[config.mk]
export PLATFORM = sky130hd
export DESIGN_NAME = pipeline_stall_controller_flat
export DESIGN_NICKNAME = d
export VERILOG_FILES = /design/src/rtl/pipeline_stall_controller_pkg.sv /design/src/rtl/pipeline_stall_controller_if.sv /design/src/rtl/pipeline_stall_controller_hazard_match.sv /design/src/rtl/pipeline_stall_controller.sv /design/src/flat_wrapper.sv
export SDC_FILE = /design/constraint.sdc
export NUM_CORES = 1
export LEC_CHECK = 0
export BUFFER_PORTS_ARGS = -buffer_cell sky130_fd_sc_hd__buf_2
export CAP_MARGIN = 20
export CORE_MARGIN = 8
export CORE_UTILIZATION = 50
export CTS_CLUSTER_DIAMETER = 100
export DETAILED_ROUTE_END_ITERATION = 12
export GPL_TIMING_DRIVEN = 0
export PLACE_DENSITY = 0.76
export SYNTH_ARGS = -nofsm -noshare
export SYNTH_HDL_FRONTEND = slang
export SYNTH_HIERARCHICAL = 1
export SYNTH_SLANG_ARGS = --single-unit
[constraint.sdc]
create_clock -name clk -period 3.2 [get_ports clk]
set_clock_uncertainty 0.2 [all_clocks]
set_input_delay 0.48 -clock clk [delete_from_list [all_inputs] [get_ports clk]]
set_output_delay 0.48 -clock clk [all_outputs]
set_load 0.03 [all_outputs]
[src/rtl/pipeline_stall_controller_pkg.sv]
// rtl/pipeline_stall_controller_pkg.sv - shared types and constants for the pipeline stall controller
package pipe_ctrl_pkg;

    localparam int REG_W = 4;

    // Instruction word loaded into a pipeline register on bubble/flush
    localparam logic [31:0] NOP = 32'h0000_0000;

    typedef enum logic [1:0] {
        RUN      = 2'd0,
        MEM_WAIT = 2'd1,
        ERR      = 2'd2
    } state_t;

endpackage

[src/rtl/pipeline_stall_controller_if.sv]
// rtl/pipeline_stall_controller_if.sv - pipeline-side signal bundle for the stall controller
interface pipeline_stall_controller_if #(
    parameter int REG_W = pipe_ctrl_pkg::REG_W,
    parameter int CNT_W = 16
);
    logic             id_valid;
    logic [REG_W-1:0] id_src1;
    logic [REG_W-1:0] id_src2;
    logic             id_two_src;
    logic             exe_wb_en;
    logic [REG_W-1:0] exe_dest;
    logic             exe_mem_r_en;
    logic             mem_wb_en;
    logic [REG_W-1:0] mem_dest;
    logic             branch_taken;
    logic             mem_req;
    logic             mem_ready;
    logic             freeze_if;
    logic             freeze_id;
    logic             bubble_exe;
    logic             flush_id;
    logic             freeze_back;
    logic             mem_timeout;
    logic [CNT_W-1:0] stall_count;

    // Pipeline side: presents stage status, consumes controls
    modport master (
        output id_valid, id_src1, id_src2, id_two_src,
        output exe_wb_en, exe_dest, exe_mem_r_en,
        output mem_wb_en, mem_dest, branch_taken, mem_req, mem_ready,
        input  freeze_if, freeze_id, bubble_exe, flush_id, freeze_back,
        input  mem_timeout, stall_count
    );

    // Controller side
    modport slave (
        input  id_valid, id_src1, id_src2, id_two_src,
        input  exe_wb_en, exe_dest, exe_mem_r_en,
        input  mem_wb_en, mem_dest, branch_taken, mem_req, mem_ready,
        output freeze_if, freeze_id, bubble_exe, flush_id, freeze_back,
        output mem_timeout, stall_count
    );
endinterface

[src/rtl/pipeline_stall_controller_hazard_match.sv]
// rtl/pipeline_stall_controller_hazard_match.sv - source/destination register match for one in-flight stage
module hazard_match #(
    parameter int REG_W = pipe_ctrl_pkg::REG_W
) (
    input  logic [REG_W-1:0] src1,
    input  logic [REG_W-1:0] src2,
    input  logic             two_src,
    input  logic [REG_W-1:0] dest,
    input  logic             wb_en,
    output logic             hit
);
    // src2 only counts when the ID instruction actually reads it
    assign hit = wb_en & ((dest == src1) | (two_src & (dest == src2)));
endmodule

[src/rtl/pipeline_stall_controller.sv]
// rtl/pipeline_stall_controller.sv - merges data, branch and memory stalls into pipeline freeze/flush controls
module pipeline_stall_controller #(
    parameter int FORWARDING  = 1,
    parameter int REG_W       = pipe_ctrl_pkg::REG_W,
    parameter int MEM_TIMEOUT = 255,
    parameter int CNT_W       = 16
) (
    input logic                        clk,
    input logic                        rst,
    pipeline_stall_controller_if.slave bus
);
    import pipe_ctrl_pkg::*;

    localparam int WC_W = $clog2(MEM_TIMEOUT + 1);

    state_t           state, state_nxt;
    logic [WC_W-1:0]  wait_cnt, wait_cnt_nxt;
    logic             timeout_set;
    logic             timeout_q;
    logic [CNT_W-1:0] stall_cnt;
    logic             hit_exe, hit_mem, data_hz, mem_wait;
    logic             f_if, f_id, bub, flush, f_back;

    hazard_match #(.REG_W(REG_W)) u_match_exe (
        .src1    (bus.id_src1),
        .src2    (bus.id_src2),
        .two_src (bus.id_two_src),
        .dest    (bus.exe_dest),
        .wb_en   (bus.exe_wb_en),
        .hit     (hit_exe)
    );

    hazard_match #(.REG_W(REG_W)) u_match_mem (
        .src1    (bus.id_src1),
        .src2    (bus.id_src2),
        .two_src (bus.id_two_src),
        .dest    (bus.mem_dest),
        .wb_en   (bus.mem_wb_en),
        .hit     (hit_mem)
    );

    // With forwarding only a load in EXE cannot be bypassed in time
    assign data_hz  = bus.id_valid & ((FORWARDING != 0) ? (hit_exe & bus.exe_mem_r_en)
                                                        : (hit_exe | hit_mem));
    assign mem_wait = bus.mem_req & ~bus.mem_ready;

    // Next-state: track consecutive memory-wait cycles, trap on timeout
    always_comb begin
        state_nxt    = state;
        wait_cnt_nxt = wait_cnt;
        timeout_set  = 1'b0;
        case (state)
            RUN: begin
                if (mem_wait) begin
                    state_nxt    = MEM_WAIT;
                    wait_cnt_nxt = WC_W'(1);
                end
            end
            MEM_WAIT: begin
                if (!mem_wait) begin
                    state_nxt    = RUN;
                    wait_cnt_nxt = '0;
                end else if (wait_cnt == WC_W'(MEM_TIMEOUT)) begin
                    state_nxt   = ERR;
                    timeout_set = 1'b1;
                end else begin
                    wait_cnt_nxt = wait_cnt + WC_W'(1);
                end
            end
            ERR:     state_nxt = ERR;
            default: state_nxt = RUN;
        endcase
    end

    // Priority mux: error/mem freeze > branch squash > data-hazard stall
    always_comb begin
        f_if   = 1'b0;
        f_id   = 1'b0;
        bub    = 1'b0;
        flush  = 1'b0;
        f_back = 1'b0;
        if (!rst) begin
            if ((state == ERR) || mem_wait) begin
                f_if   = 1'b1;
                f_id   = 1'b1;
                f_back = 1'b1;
            end else if (bus.branch_taken) begin
                flush = 1'b1;
                bub   = 1'b1;
            end else if (data_hz) begin
                f_if = 1'b1;
                f_id = 1'b1;
                bub  = 1'b1;
            end
        end
    end

    // State, wait counter, sticky timeout flag and saturating stall counter
    always_ff @(posedge clk) begin
        if (rst) begin
            state     <= RUN;
            wait_cnt  <= '0;
            timeout_q <= 1'b0;
            stall_cnt <= '0;
        end else begin
            state    <= state_nxt;
            wait_cnt <= wait_cnt_nxt;
            if (timeout_set) begin
                timeout_q <= 1'b1;
            end
            if (f_if && (stall_cnt != '1)) begin
                stall_cnt <= stall_cnt + CNT_W'(1);
            end
        end
    end

    assign bus.freeze_if   = f_if;
    assign bus.freeze_id   = f_id;
    assign bus.bubble_exe  = bub;
    assign bus.flush_id    = flush;
    assign bus.freeze_back = f_back;
    assign bus.mem_timeout = timeout_q;
    assign bus.stall_count = stall_cnt;
endmodule

[src/flat_wrapper.sv]
// flat-port wrapper written by rule: the top's interface ports become plain ports
module pipeline_stall_controller_flat import pipe_ctrl_pkg::*;
#(
    parameter int FORWARDING  = 1,
    parameter int REG_W       = pipe_ctrl_pkg::REG_W,
    parameter int MEM_TIMEOUT = 255,
    parameter int CNT_W       = 16
)
  (clk, rst, bus_id_valid, bus_id_src1, bus_id_src2, bus_id_two_src, bus_exe_wb_en, bus_exe_dest, bus_exe_mem_r_en, bus_mem_wb_en, bus_mem_dest, bus_branch_taken, bus_mem_req, bus_mem_ready, bus_freeze_if, bus_freeze_id, bus_bubble_exe, bus_flush_id, bus_freeze_back, bus_mem_timeout, bus_stall_count);
  pipeline_stall_controller_if #(.REG_W(REG_W), .CNT_W(CNT_W)) bus_i ();
  input logic clk;
  input logic rst;
  input wire logic [$bits(bus_i.id_valid)-1:0] bus_id_valid;
  input wire logic [$bits(bus_i.id_src1)-1:0] bus_id_src1;
  input wire logic [$bits(bus_i.id_src2)-1:0] bus_id_src2;
  input wire logic [$bits(bus_i.id_two_src)-1:0] bus_id_two_src;
  input wire logic [$bits(bus_i.exe_wb_en)-1:0] bus_exe_wb_en;
  input wire logic [$bits(bus_i.exe_dest)-1:0] bus_exe_dest;
  input wire logic [$bits(bus_i.exe_mem_r_en)-1:0] bus_exe_mem_r_en;
  input wire logic [$bits(bus_i.mem_wb_en)-1:0] bus_mem_wb_en;
  input wire logic [$bits(bus_i.mem_dest)-1:0] bus_mem_dest;
  input wire logic [$bits(bus_i.branch_taken)-1:0] bus_branch_taken;
  input wire logic [$bits(bus_i.mem_req)-1:0] bus_mem_req;
  input wire logic [$bits(bus_i.mem_ready)-1:0] bus_mem_ready;
  output wire logic [$bits(bus_i.freeze_if)-1:0] bus_freeze_if;
  output wire logic [$bits(bus_i.freeze_id)-1:0] bus_freeze_id;
  output wire logic [$bits(bus_i.bubble_exe)-1:0] bus_bubble_exe;
  output wire logic [$bits(bus_i.flush_id)-1:0] bus_flush_id;
  output wire logic [$bits(bus_i.freeze_back)-1:0] bus_freeze_back;
  output wire logic [$bits(bus_i.mem_timeout)-1:0] bus_mem_timeout;
  output wire logic [$bits(bus_i.stall_count)-1:0] bus_stall_count;
  assign bus_i.id_valid = bus_id_valid;
  assign bus_i.id_src1 = bus_id_src1;
  assign bus_i.id_src2 = bus_id_src2;
  assign bus_i.id_two_src = bus_id_two_src;
  assign bus_i.exe_wb_en = bus_exe_wb_en;
  assign bus_i.exe_dest = bus_exe_dest;
  assign bus_i.exe_mem_r_en = bus_exe_mem_r_en;
  assign bus_i.mem_wb_en = bus_mem_wb_en;
  assign bus_i.mem_dest = bus_mem_dest;
  assign bus_i.branch_taken = bus_branch_taken;
  assign bus_i.mem_req = bus_mem_req;
  assign bus_i.mem_ready = bus_mem_ready;
  assign bus_freeze_if = bus_i.freeze_if;
  assign bus_freeze_id = bus_i.freeze_id;
  assign bus_bubble_exe = bus_i.bubble_exe;
  assign bus_flush_id = bus_i.flush_id;
  assign bus_freeze_back = bus_i.freeze_back;
  assign bus_mem_timeout = bus_i.mem_timeout;
  assign bus_stall_count = bus_i.stall_count;
  pipeline_stall_controller #(.FORWARDING(FORWARDING), .REG_W(REG_W), .MEM_TIMEOUT(MEM_TIMEOUT), .CNT_W(CNT_W)) u_core (.clk(clk), .rst(rst), .bus(bus_i));
endmodule
==> results of run 1 <==
## worst min path at each step
stage / cells after the start / endpoint / from
2_1_floorplan: 1 / u_core/wait_cnt[7] / u_core/wait_cnt[7]
3_3_place_gp: 2 / u_core/bus.mem_timeout / u_core/bus.mem_timeout
3_5_place_dp: 2 / u_core/bus.mem_timeout / u_core/bus.mem_timeout
4_1_cts: 2 / u_core/bus.stall_count[14] / rst
5_1_grt: 2 / u_core/bus.stall_count[14] / rst
6_report: 2 / u_core/bus.stall_count[14] / rst
## power by group through the flow
stage	Combinational, uW	Clock, uW	Sequential, uW
floorplan	43.3	0	351
global placement	71.2	0	350
detailed placement	73.1	0	350
CTS	73.3	164	343
global route	79.7	173	343
finish	72.9	157	343
## cells in the final DEF (no fill, tap or decap), types with 2 or more instances in the layout
master     netlist  routed
nor3b_1          2       2
o31ai_1          2       2
ha_1             2       2
o2111ai_1        3       3
nor3_1           3       3
and3_1           4       4
and2_1           2       2
mux2i_1          3       3
nand2_1         12      12
o21ai_0          6       6
o41ai_1          2       2
nand2b_1         2       2
nor2_1          21      21
xor2_1          11      11
clkbuf_4         0       3
buf_2            1      42
nand3_1         15      15
nand4_1          4       4
or4_1            3       3
or3_1            4       4
and4_1           2       2
a31oi_1          5       5
a21oi_1         10      10
dfxtp_1         27      27
inv_1            4       4
xnor2_1          5       5
or3b_2           2       2
## sequential cells by signal, indices dropped and copies added, names as in the netlist
name and cells:
u_core/state 2, u_core/bus.stall_count 16, u_core/wait_cnt 8, u_core/bus.mem_timeout 1
## critical path, stage by stage
cell and delay (ns):
buf_2 0.11, xor2_1 0.16, nor3_1 0.19, nand3_1 0.12
o21ai_2 0.10, nand4b_4 0.15, a31oi_2 0.49, buf_4 0.19
buf_2 0.18
## per-stage QoR
stage / area (sq um) / instances
detailed placement: 1790 / 252
global route: 1820 / 256
CTS: 1820 / 256
global placement: 1790 / 252
finish: 1820 / 256
floorplan: 1550 / 178
## logic make-up after synthesis
logic type                 after synthesis  share of synthesized area [%]
and+or+nand+nor                         84                           30.4
AOI/OAI and AO/OA                       36                           18.1
DFF                                     27                           35.0
xor gates and xnor gates                16                           9.07
buffers and inverters                   10                           3.89
muxes                                    3                           1.94
adders and majority gates                2                           1.62
## final cells by class
class,count,area [sq um],share of cell area (%)
sequential,27,541,29.7
buffer,6,45.0,2.47
clock inverter,1,7.51,0.412
clock buffer,3,22.5,1.24
timing repair buffer,41,205,11.3
tap,33,41.3,2.27
multi-input combinational,141,945,51.9
inverter,4,15.0,0.824
## per-layer routing
metal | wire length, um | vias up | GRT usage [%]
met5 | 0 | - | 0
met3 | 208 | 4 | 4.18
met2 | 1780 | 35 | 25.8
met1 | 1630 | 699 | 16.7
li1 | - | 750 | -
met4 | 29 | 0 | 2.49
==> impl_metrics.ini, run 1 <==
[run_status]
status = finished clean

[routing]
drtIter0Drc = 100
via_per_inst = 5.81
first_pass_iters = 4
vias = 1488
wirelength_mm = 3.65
drc_errors = 0
wl_per_cell_um = 14.2
postRouteAntennaNets = 0

[global_route]
grt_pass1_wl_mm = 6.23
antenna_found_initial = 0
grt_max_degree = 17
track_usage_pct = 14.4
grt_pass1_vias = 1420
overflow = 0

[synthesis]
synthFlopType = dfxtp_1
synth.yosys.seq_area_share_pct = 35.0
synthCells = 178
synthArstFlopShare_pct = 0
yosysTopAreaCellShare_pct = 35.0
synth_edf_count = 0
syn_avg_cell_area_sq_um = 8.68
synthDistinctLibCells = 47
ys_top_cells_by_area = dfxtp_1 35%, xor2_1 6.2%, nor2_1 5.1%, nand3_1 4.9%, a21oi_1 3.2%
ys_warn_count = 6
ys_ff_latch = 27
synthesis.nets = 206
synth_area_sq_mm = 0.00155
synth.largest_area_cell = dfxtp_1
synth.most_common_cell = dfxtp_1
synth_common_cells = 27 x dfxtp_1, 21 x nor2_1, 15 x nand3_1

[floorplan]
num_rows = 20
num_io_pins = 48
die-area_sq_mm = 0.00513
core_area_sq_mm = 0.00300
dieHeight_um = 71.6
die_x_um = 71.6
initial_core_util_pct = 51.5

[placed_design]
dp_hpwl_mm = 2.77
pre_cts_slack_ns = 0.369
gp_congestion = 0.799
io_buffers = 41

[sta]
hold-worst-slack_ns = 0.157
period_share_pct = 89.4
fin_tns_setup_ns = 0
fin_ws_ns = 0.339
finalMaxSlewViolations = 0
setup_viol = 0
hold_viol_final = 0
max_freq_mhz = 349
slew_headroom_pct = 31.3
tightest_slew_ns = 1.02
rsz0062_at_grt = no
fin_crit_ns = 2.86

[cts]
path_clk_slew_ns = 0.16
ctsHtreeMaxLevel = 1
cts_tree = yes
cts_setup_buffers = 0
cts_sinks = 27
ctsLongestPathBuffers = 2
cts_resized = 0
clock_latency_ns = 0.33
cts_buffers = 3
cts_root_buf = clkbuf_4
cts_hold_buf = 0

[power_and_ir_drop]
switching_share_pct = 26.9
p_leak_uw = 0.000739
pwr-share-comb_pct = 12.7
powerDensity_mw_per_mm2 = 314
pwr-share-clk_pct = 27.4
power_uw = 572
switching_power_uw = 154
seq_power_share_pct = 59.9
intPower_uw = 418
ir_drop_mv = 0.284

[worst_setup_path]
r2r-start = u_core/wait_cnt[0]
endpoint_kind = output port
endpoint = bus_freeze_if
reg2reg_slack_ns = 0.84
worstSetupPathType = in2out
worstSetupStartpoint = bus_exe_dest[1]
required_ns = 2.52
worstRegToRegCells = 5
crit-reg2reg-capture = u_core/wait_cnt[3]
worstPathArrival_ns = 2.18
setup.worst_path.start_class = input port
critPathMaxFanout = 10

[flow_run]
cap_violations = 0

[cells_and_area]
areaGrowthSynthToFinish_pct = 17.9
final_nets = 252
utilization_pct = 60.7
antennaDiodeCount = 0
drive_gt1_share_pct = 28.3
n_fill_cell = 277

[min_path]
hp-class = in2reg
(Power assumes the default switching activity.)
==> run 2, diff against run 1 <==
--- a/config.mk
+++ b/config.mk
@@ -7,13 +7,13 @@
 export LEC_CHECK = 0
 export BUFFER_PORTS_ARGS = -buffer_cell sky130_fd_sc_hd__buf_2
 export CAP_MARGIN = 20
+export CORE_ASPECT_RATIO = 0.9
 export CORE_MARGIN = 8
 export CORE_UTILIZATION = 50
 export CTS_CLUSTER_DIAMETER = 100
 export DETAILED_ROUTE_END_ITERATION = 12
 export GPL_TIMING_DRIVEN = 0
-export PLACE_DENSITY = 0.76
+export PLACE_DENSITY = 0.77
 export SYNTH_ARGS = -nofsm -noshare
 export SYNTH_HDL_FRONTEND = slang
-export SYNTH_HIERARCHICAL = 1
 export SYNTH_SLANG_ARGS = --single-unit
==> impl_metrics.ini, run 2 <==
[run_status]
status = finished clean

[cts]
clock_latency_ns = 0.33
cts_resized = 0
cts_root_buf = clkbuf_4
cts_sinks = 27
ctsHtreeMaxLevel = 1
cts_buffers = 3
cts_setup_buffers = 0
ctsLongestPathBuffers = 2
cts_tree = yes
path_clk_slew_ns = 0.15
cts_hold_buf = 0

[routing]
met1_length_mm = 1.62
wl_per_cell_um = 14.2
wl_met2_mm = 1.80
drc_errors = 0
first_pass_iters = 4
vias = 1553
postRouteAntennaNets = 0
wirelength_mm = 3.82
via_per_inst = 5.77
wl_met3_um = 357
top_layer = met4
drtIter0Drc = 131

[global_route]
grt_max_degree = 15
antenna_found_initial = 0
track_usage_pct = 15.7
grt_pass1_vias = 1516
overflow = 0
grt_pass1_wl_mm = 6.33

[power_and_ir_drop]
pwr-share-comb_pct = 12.4
p_leak_uw = 0.000703
pwr-share-clk_pct = 27.3
seq_power_share_pct = 60.3
switching_power_uw = 151
intPower_uw = 416
powerDensity_mw_per_mm2 = 324
ir_drop_mv = 0.165
switching_share_pct = 26.7

[cells_and_area]
drive_gt1_share_pct = 21.8
layout_common_cells = 42 x buf_2, 27 x dfxtp_1, 19 x a21oi_1
final_nets = 258
final_common_cell = buf_2
antennaDiodeCount = 0
areaGrowthSynthToFinish_pct = 19.6
largest_reg_flops = 16

[sta]
slew_headroom_pct = 65.1
period_share_pct = 88.8
fin_crit_ns = 2.84
fin_tns_setup_ns = 0
max_freq_mhz = 352
finalMaxSlewViolations = 0
hold_viol_final = 0
tightest_slew_ns = 0.523
hold-worst-slack_ns = 0.257
setup_viol = 0
rsz0062_at_grt = no

[placed_design]
io_buffers = 42
dp_hpwl_mm = 2.90
gp_congestion = 0.848

[worst_setup_path]
path_cells = buf_2 -> xor2_1 -> nor4_2 -> a31oi_1 -> o41a_1 -> buf_6 -> buf_6 -> inv_1 -> buf_4 -> buf_2
critPathMaxFanout = 10
slowest_stage = o41a_1
worstPathBufferInverterCount = 6
path_delay_family = buffers and inverters
endpoint_kind = output port
crit-reg2reg-capture = u_core.bus.stall_count[15]
worstRegToRegCells = 7
worstPathArrival_ns = 2.16
reg2reg_slack_ns = 0.90
required_ns = 2.52
slowest_delay_ns = 0.36
r2r-start = u_core.bus.stall_count[0]
setup.worst_path.start_class = input port
worstSetupPathType = in2out

[synthesis]
synthFlopType = dfxtp_1
synth.most_common_cell = dfxtp_1
synthesis.nets = 211
ys_top_cells_by_area = dfxtp_1 37%, a21oi_1 6.5%, xor2_1 5.4%, or3_1 5.1%, nand4_1 4.7%
synthArstFlopShare_pct = 0
synth.largest_area_cell = dfxtp_1
synth_edf_count = 0
synth.yosys.seq_area_share_pct = 36.9
yosysTopAreaCellShare_pct = 36.9
synthCells = 183
syn_avg_cell_area_sq_um = 8.01
synth_area_sq_mm = 0.00147
synthDistinctLibCells = 34
ys_warn_count = 0
synth_common_cells = 27 x dfxtp_1, 19 x a21oi_1, 13 x nand2_1, 13 x o21ai_0
ys_ff_latch = 27

[floorplan]
dieHeight_um = 67.4
num_io_pins = 48
core_area_sq_mm = 0.00277
initial_core_util_pct = 52.9
die_x_um = 73.1
num_rows = 18
die-area_sq_mm = 0.00492

[min_path]
hold_path_end = u_core.bus.mem_timeout
min_from = u_core.bus.mem_timeout
whs_path_depth = 2
hp-class = reg2reg

[flow_run]
cap_violations = 0
[run 2: cell count changes after synthesis, moves of 3 or more]
cell	before	now
nor2_1	21	11
a21oi_1	10	19
or3_1	4	12
nand4_1	4	11
o21ai_0	6	13
clkbuf_1	1	6
a31oi_1	5	2
nand3_1	15	12
o2111ai_1	3	0
[run 2: worst max-delay path by stage]
stage / endpoint / slack [ns] / start / cells past startpoint
after CTS: bus_freeze_if / 0.36 / bus_exe_dest[2] / 10
final: bus_freeze_if / 0.36 / bus_exe_dest[2] / 10
after global placement: bus_freeze_if / 0.39 / bus_exe_dest[2] / 10
after detailed placement: bus_freeze_if / 0.37 / bus_exe_dest[2] / 10
after global routing: bus_freeze_if / 0.28 / bus_exe_dest[1] / 10
after floorplan: bus_freeze_if / 0.26 / bus_mem_ready / 9
[run 2: per-stage QoR]
step / util [%] / area [sq um] / instances / power (uW) / worst slack (ns)
after global routing: 63.2 / 1750 / 269 / 590 / 0.277
after CTS: 63.2 / 1750 / 269 / 568 / 0.361
after floorplan: - / 1470 / 183 / 391 / 0.263
after detailed placement: 62.3 / 1730 / 265 / 419 / 0.369
final: 63.2 / 1750 / 269 / 567 / 0.360
after global placement: 62.3 / 1730 / 265 / 416 / 0.391
[run 2: worst reg2reg max path, cell delays in order, from the launching register on]
cell      delay, ns
dfxtp_1        0.38
ha_1           0.24
and3_1         0.19
and3_1         0.19
and4_1         0.18
clkbuf_1       0.17
or4_1          0.51
a21oi_1        0.18
[run 2: power groups by stage]
| stage | Sequential, uW | Combinational [uW] | Clock [uW] |
|---|---|---|---|
| 5_1_grt | 343 | 76.8 | 171 |
| 2_1_floorplan | 350 | 40.8 | 0 |
| 6_report | 342 | 70.3 | 155 |
| 4_1_cts | 342 | 70.4 | 156 |
| 3_3_place_gp | 349 | 67.3 | 0 |
| 3_5_place_dp | 349 | 70.2 | 0 |
[run 2: final cells by class]
class	count	area [sq um]
plain buffers	9	52.6
repair buffers	42	210
well taps	40	50.0
multi-input cells	141	850
inverters	6	22.5
clock buffers	4	26.3
fillers	261	1020
flip-flops and latches	27	541
[run 2: logic make-up after synthesis]
family | Yosys count | synth area share [%]
AOI/OAI and AO/OA | 41 | 15.9
xor gates and xnor gates | 14 | 8.37
adders and majority gates | 2 | 1.71
buffers and inverters | 15 | 5.12
and+or+nand+nor | 82 | 30.6
muxes | 2 | 1.45
DFF | 27 | 36.9
[run 2: layer usage]
| layer | vias up | track usage (%) |
|---|---|---|
| met4 | 0 | 5.49 |
| met1 | 710 | 19.3 |
| met3 | 5 | 4.59 |
| met2 | 74 | 25.5 |
| li1 | 764 | - |
| met5 | - | 0 |
==> run 3, diff against run 2 <==
--- a/config.mk
+++ b/config.mk
@@ -9,11 +9,12 @@
 export CAP_MARGIN = 20
 export CORE_ASPECT_RATIO = 0.9
 export CORE_MARGIN = 8
-export CORE_UTILIZATION = 50
+export CORE_UTILIZATION = 52
+export CTS_BUF_LIST = sky130_fd_sc_hd__clkbuf_4
 export CTS_CLUSTER_DIAMETER = 100
 export DETAILED_ROUTE_END_ITERATION = 12
 export GPL_TIMING_DRIVEN = 0
-export PLACE_DENSITY = 0.77
+export PLACE_DENSITY = 0.8
 export SYNTH_ARGS = -nofsm -noshare
 export SYNTH_HDL_FRONTEND = slang
 export SYNTH_SLANG_ARGS = --single-unit
==> impl_metrics.ini, run 3 (same netlist as run 2, synthesis figures left out) <==
[worst_setup_path]
path_cells = buf_2 -> xor2_1 -> nor3_1 -> a31oi_1 -> o41a_1 -> buf_6 -> buf_6 -> inv_1 -> buf_4 -> buf_2
r2r-start = u_core.bus.stall_count[0]
worstSetupPathType = in2out
slowest_stage = o41a_1
critPathMaxFanout = 10
slowest_delay_ns = 0.35
worstPathArrival_ns = 2.16
crit-reg2reg-capture = u_core.bus.stall_count[10]
setup.worst_path.start_class = input port
worstSetupStartpoint = bus_exe_dest[1]
required_ns = 2.52
worstRegToRegCells = 6
reg2reg_slack_ns = 0.95
endpoint_kind = output port

[floorplan]
num_io_pins = 48
core_area_sq_mm = 0.00273
num_rows = 18
die_x_um = 72.0
dieHeight_um = 66.4
initial_core_util_pct = 53.8
die-area_sq_mm = 0.00477

[placed_design]
io_buffers = 42
dp_hpwl_mm = 2.69
dp.cells = 265
gp_congestion = 0.847

[routing]
wl_met2_mm = 1.53
top_layer = met4
drtIter0Drc = 59
wl_met3_um = 320
via_per_inst = 5.43
postRouteAntennaNets = 0
wl_per_cell_um = 13.0
drc_errors = 0
vias = 1461
met1_length_mm = 1.61
wirelength_mm = 3.49
first_pass_iters = 4

[cts]
ctsHtreeMaxLevel = 1
cts_buffers = 3
ctsLongestPathBuffers = 2
cts_sinks = 27
cts_root_buf = clkbuf_4
cts_setup_buffers = 0
clock_latency_ns = 0.33
cts_resized = 0
cts_hold_buf = 0
cts_tree = yes
path_clk_slew_ns = 0.14

[sta]
setup_viol = 0
rsz0062_at_grt = no
fin_tns_setup_ns = 0
max_freq_mhz = 353
period_share_pct = 88.6
fin_crit_ns = 2.84
finalMaxSlewViolations = 0
hold_viol_final = 0
tightest_slew_ns = 0.521
slew_headroom_pct = 65.3

[power_and_ir_drop]
intPower_uw = 415
switching_share_pct = 26.4
p_leak_uw = 0.000702
pwr-share-comb_pct = 12.2
switching_power_uw = 149
ir_drop_mv = 0.271
pwr-share-clk_pct = 27.1
powerDensity_mw_per_mm2 = 321
power_uw = 563
seq_power_share_pct = 60.7

[cells_and_area]
layout_common_cells = 42 x buf_2, 27 x dfxtp_1, 19 x a21oi_1
drive_gt1_share_pct = 22.3
final_common_cell = buf_2
antennaDiodeCount = 0
utilization_pct = 64.4
areaGrowthSynthToFinish_pct = 19.8
final_nets = 258
largest_reg_flops = 16
final_cells = 269
n_fill_cell = 240

[global_route]
grt_pass1_wl_mm = 5.75
antenna_found_initial = 0
track_usage_pct = 14.8
grt_pass1_vias = 1319
overflow = 0
grt_max_degree = 17

[run_status]
status = finished clean

[min_path]
hold_path_end = u_core.bus.mem_timeout
hp-class = reg2reg
min_from = u_core.bus.mem_timeout
whs_path_depth = 2

[flow_run]
cap_violations = 0
## run 3: cell types whose count changed in the layout (fill, tap and decap cells not counted), sizes merged
| cell | previous run | this run |
|---|---|---|
| clkbuf | 10 | 9 |
| clkinvlp | 0 | 1 |
## run 3: cell type report
cell class,instances,area (sq um),area share [%]
inverter,6,22.5,1.28
tap,40,50.0,2.85
buffer,9,52.6,2.99
sequential,27,541,30.8
clock buffer,3,22.5,1.28
multi-input combinational,141,850,48.4
clock inverter,1,7.51,0.428
timing repair buffer,42,210,12.0
## run 3: per-stage QoR
step | hold WS, ns | cell area (sq um) | setup WS [ns]
2_1_floorplan | 0.262 | 1470 | 0.263
3_3_place_gp | 0.240 | 1730 | 0.391
3_5_place_dp | 0.263 | 1730 | 0.354
4_1_cts | 0.282 | 1760 | 0.348
5_1_grt | 0.296 | 1760 | 0.227
6_report | 0.271 | 1760 | 0.365
## run 3: worst max-delay path by stage
stage                    end  slack (ns)
2_1_floorplan  bus_freeze_if        0.26
3_3_place_gp   bus_freeze_if        0.39
3_5_place_dp   bus_freeze_if        0.35
4_1_cts        bus_freeze_if        0.35
5_1_grt        bus_freeze_if        0.23
6_report       bus_freeze_if        0.36
## run 3: layer usage
metal	vias up	GRT usage [%]
met5	-	0
met4	0	4.58
met3	4	5.91
met2	52	23.4
met1	641	17.9
li1	764	-
## run 3: critical path, delay by kind of cell
kind | cells | cell delay (ns)
AOI/OAI and AO/OA | 2 | 0.48
buffers and inverters | 6 | 0.82
and+or+nand+nor | 1 | 0.21
xor gates and xnor gates | 1 | 0.16
## run 3: power by group through the flow
stage               Sequential [uW]  Combinational [uW]  Clock (uW)
CTS                             342                69.7         161
detailed placement              349                69.5           0
global route                    343                76.7         174
global placement                349                68.6           0
floorplan                       350                40.8           0
finish                          342                68.9         153
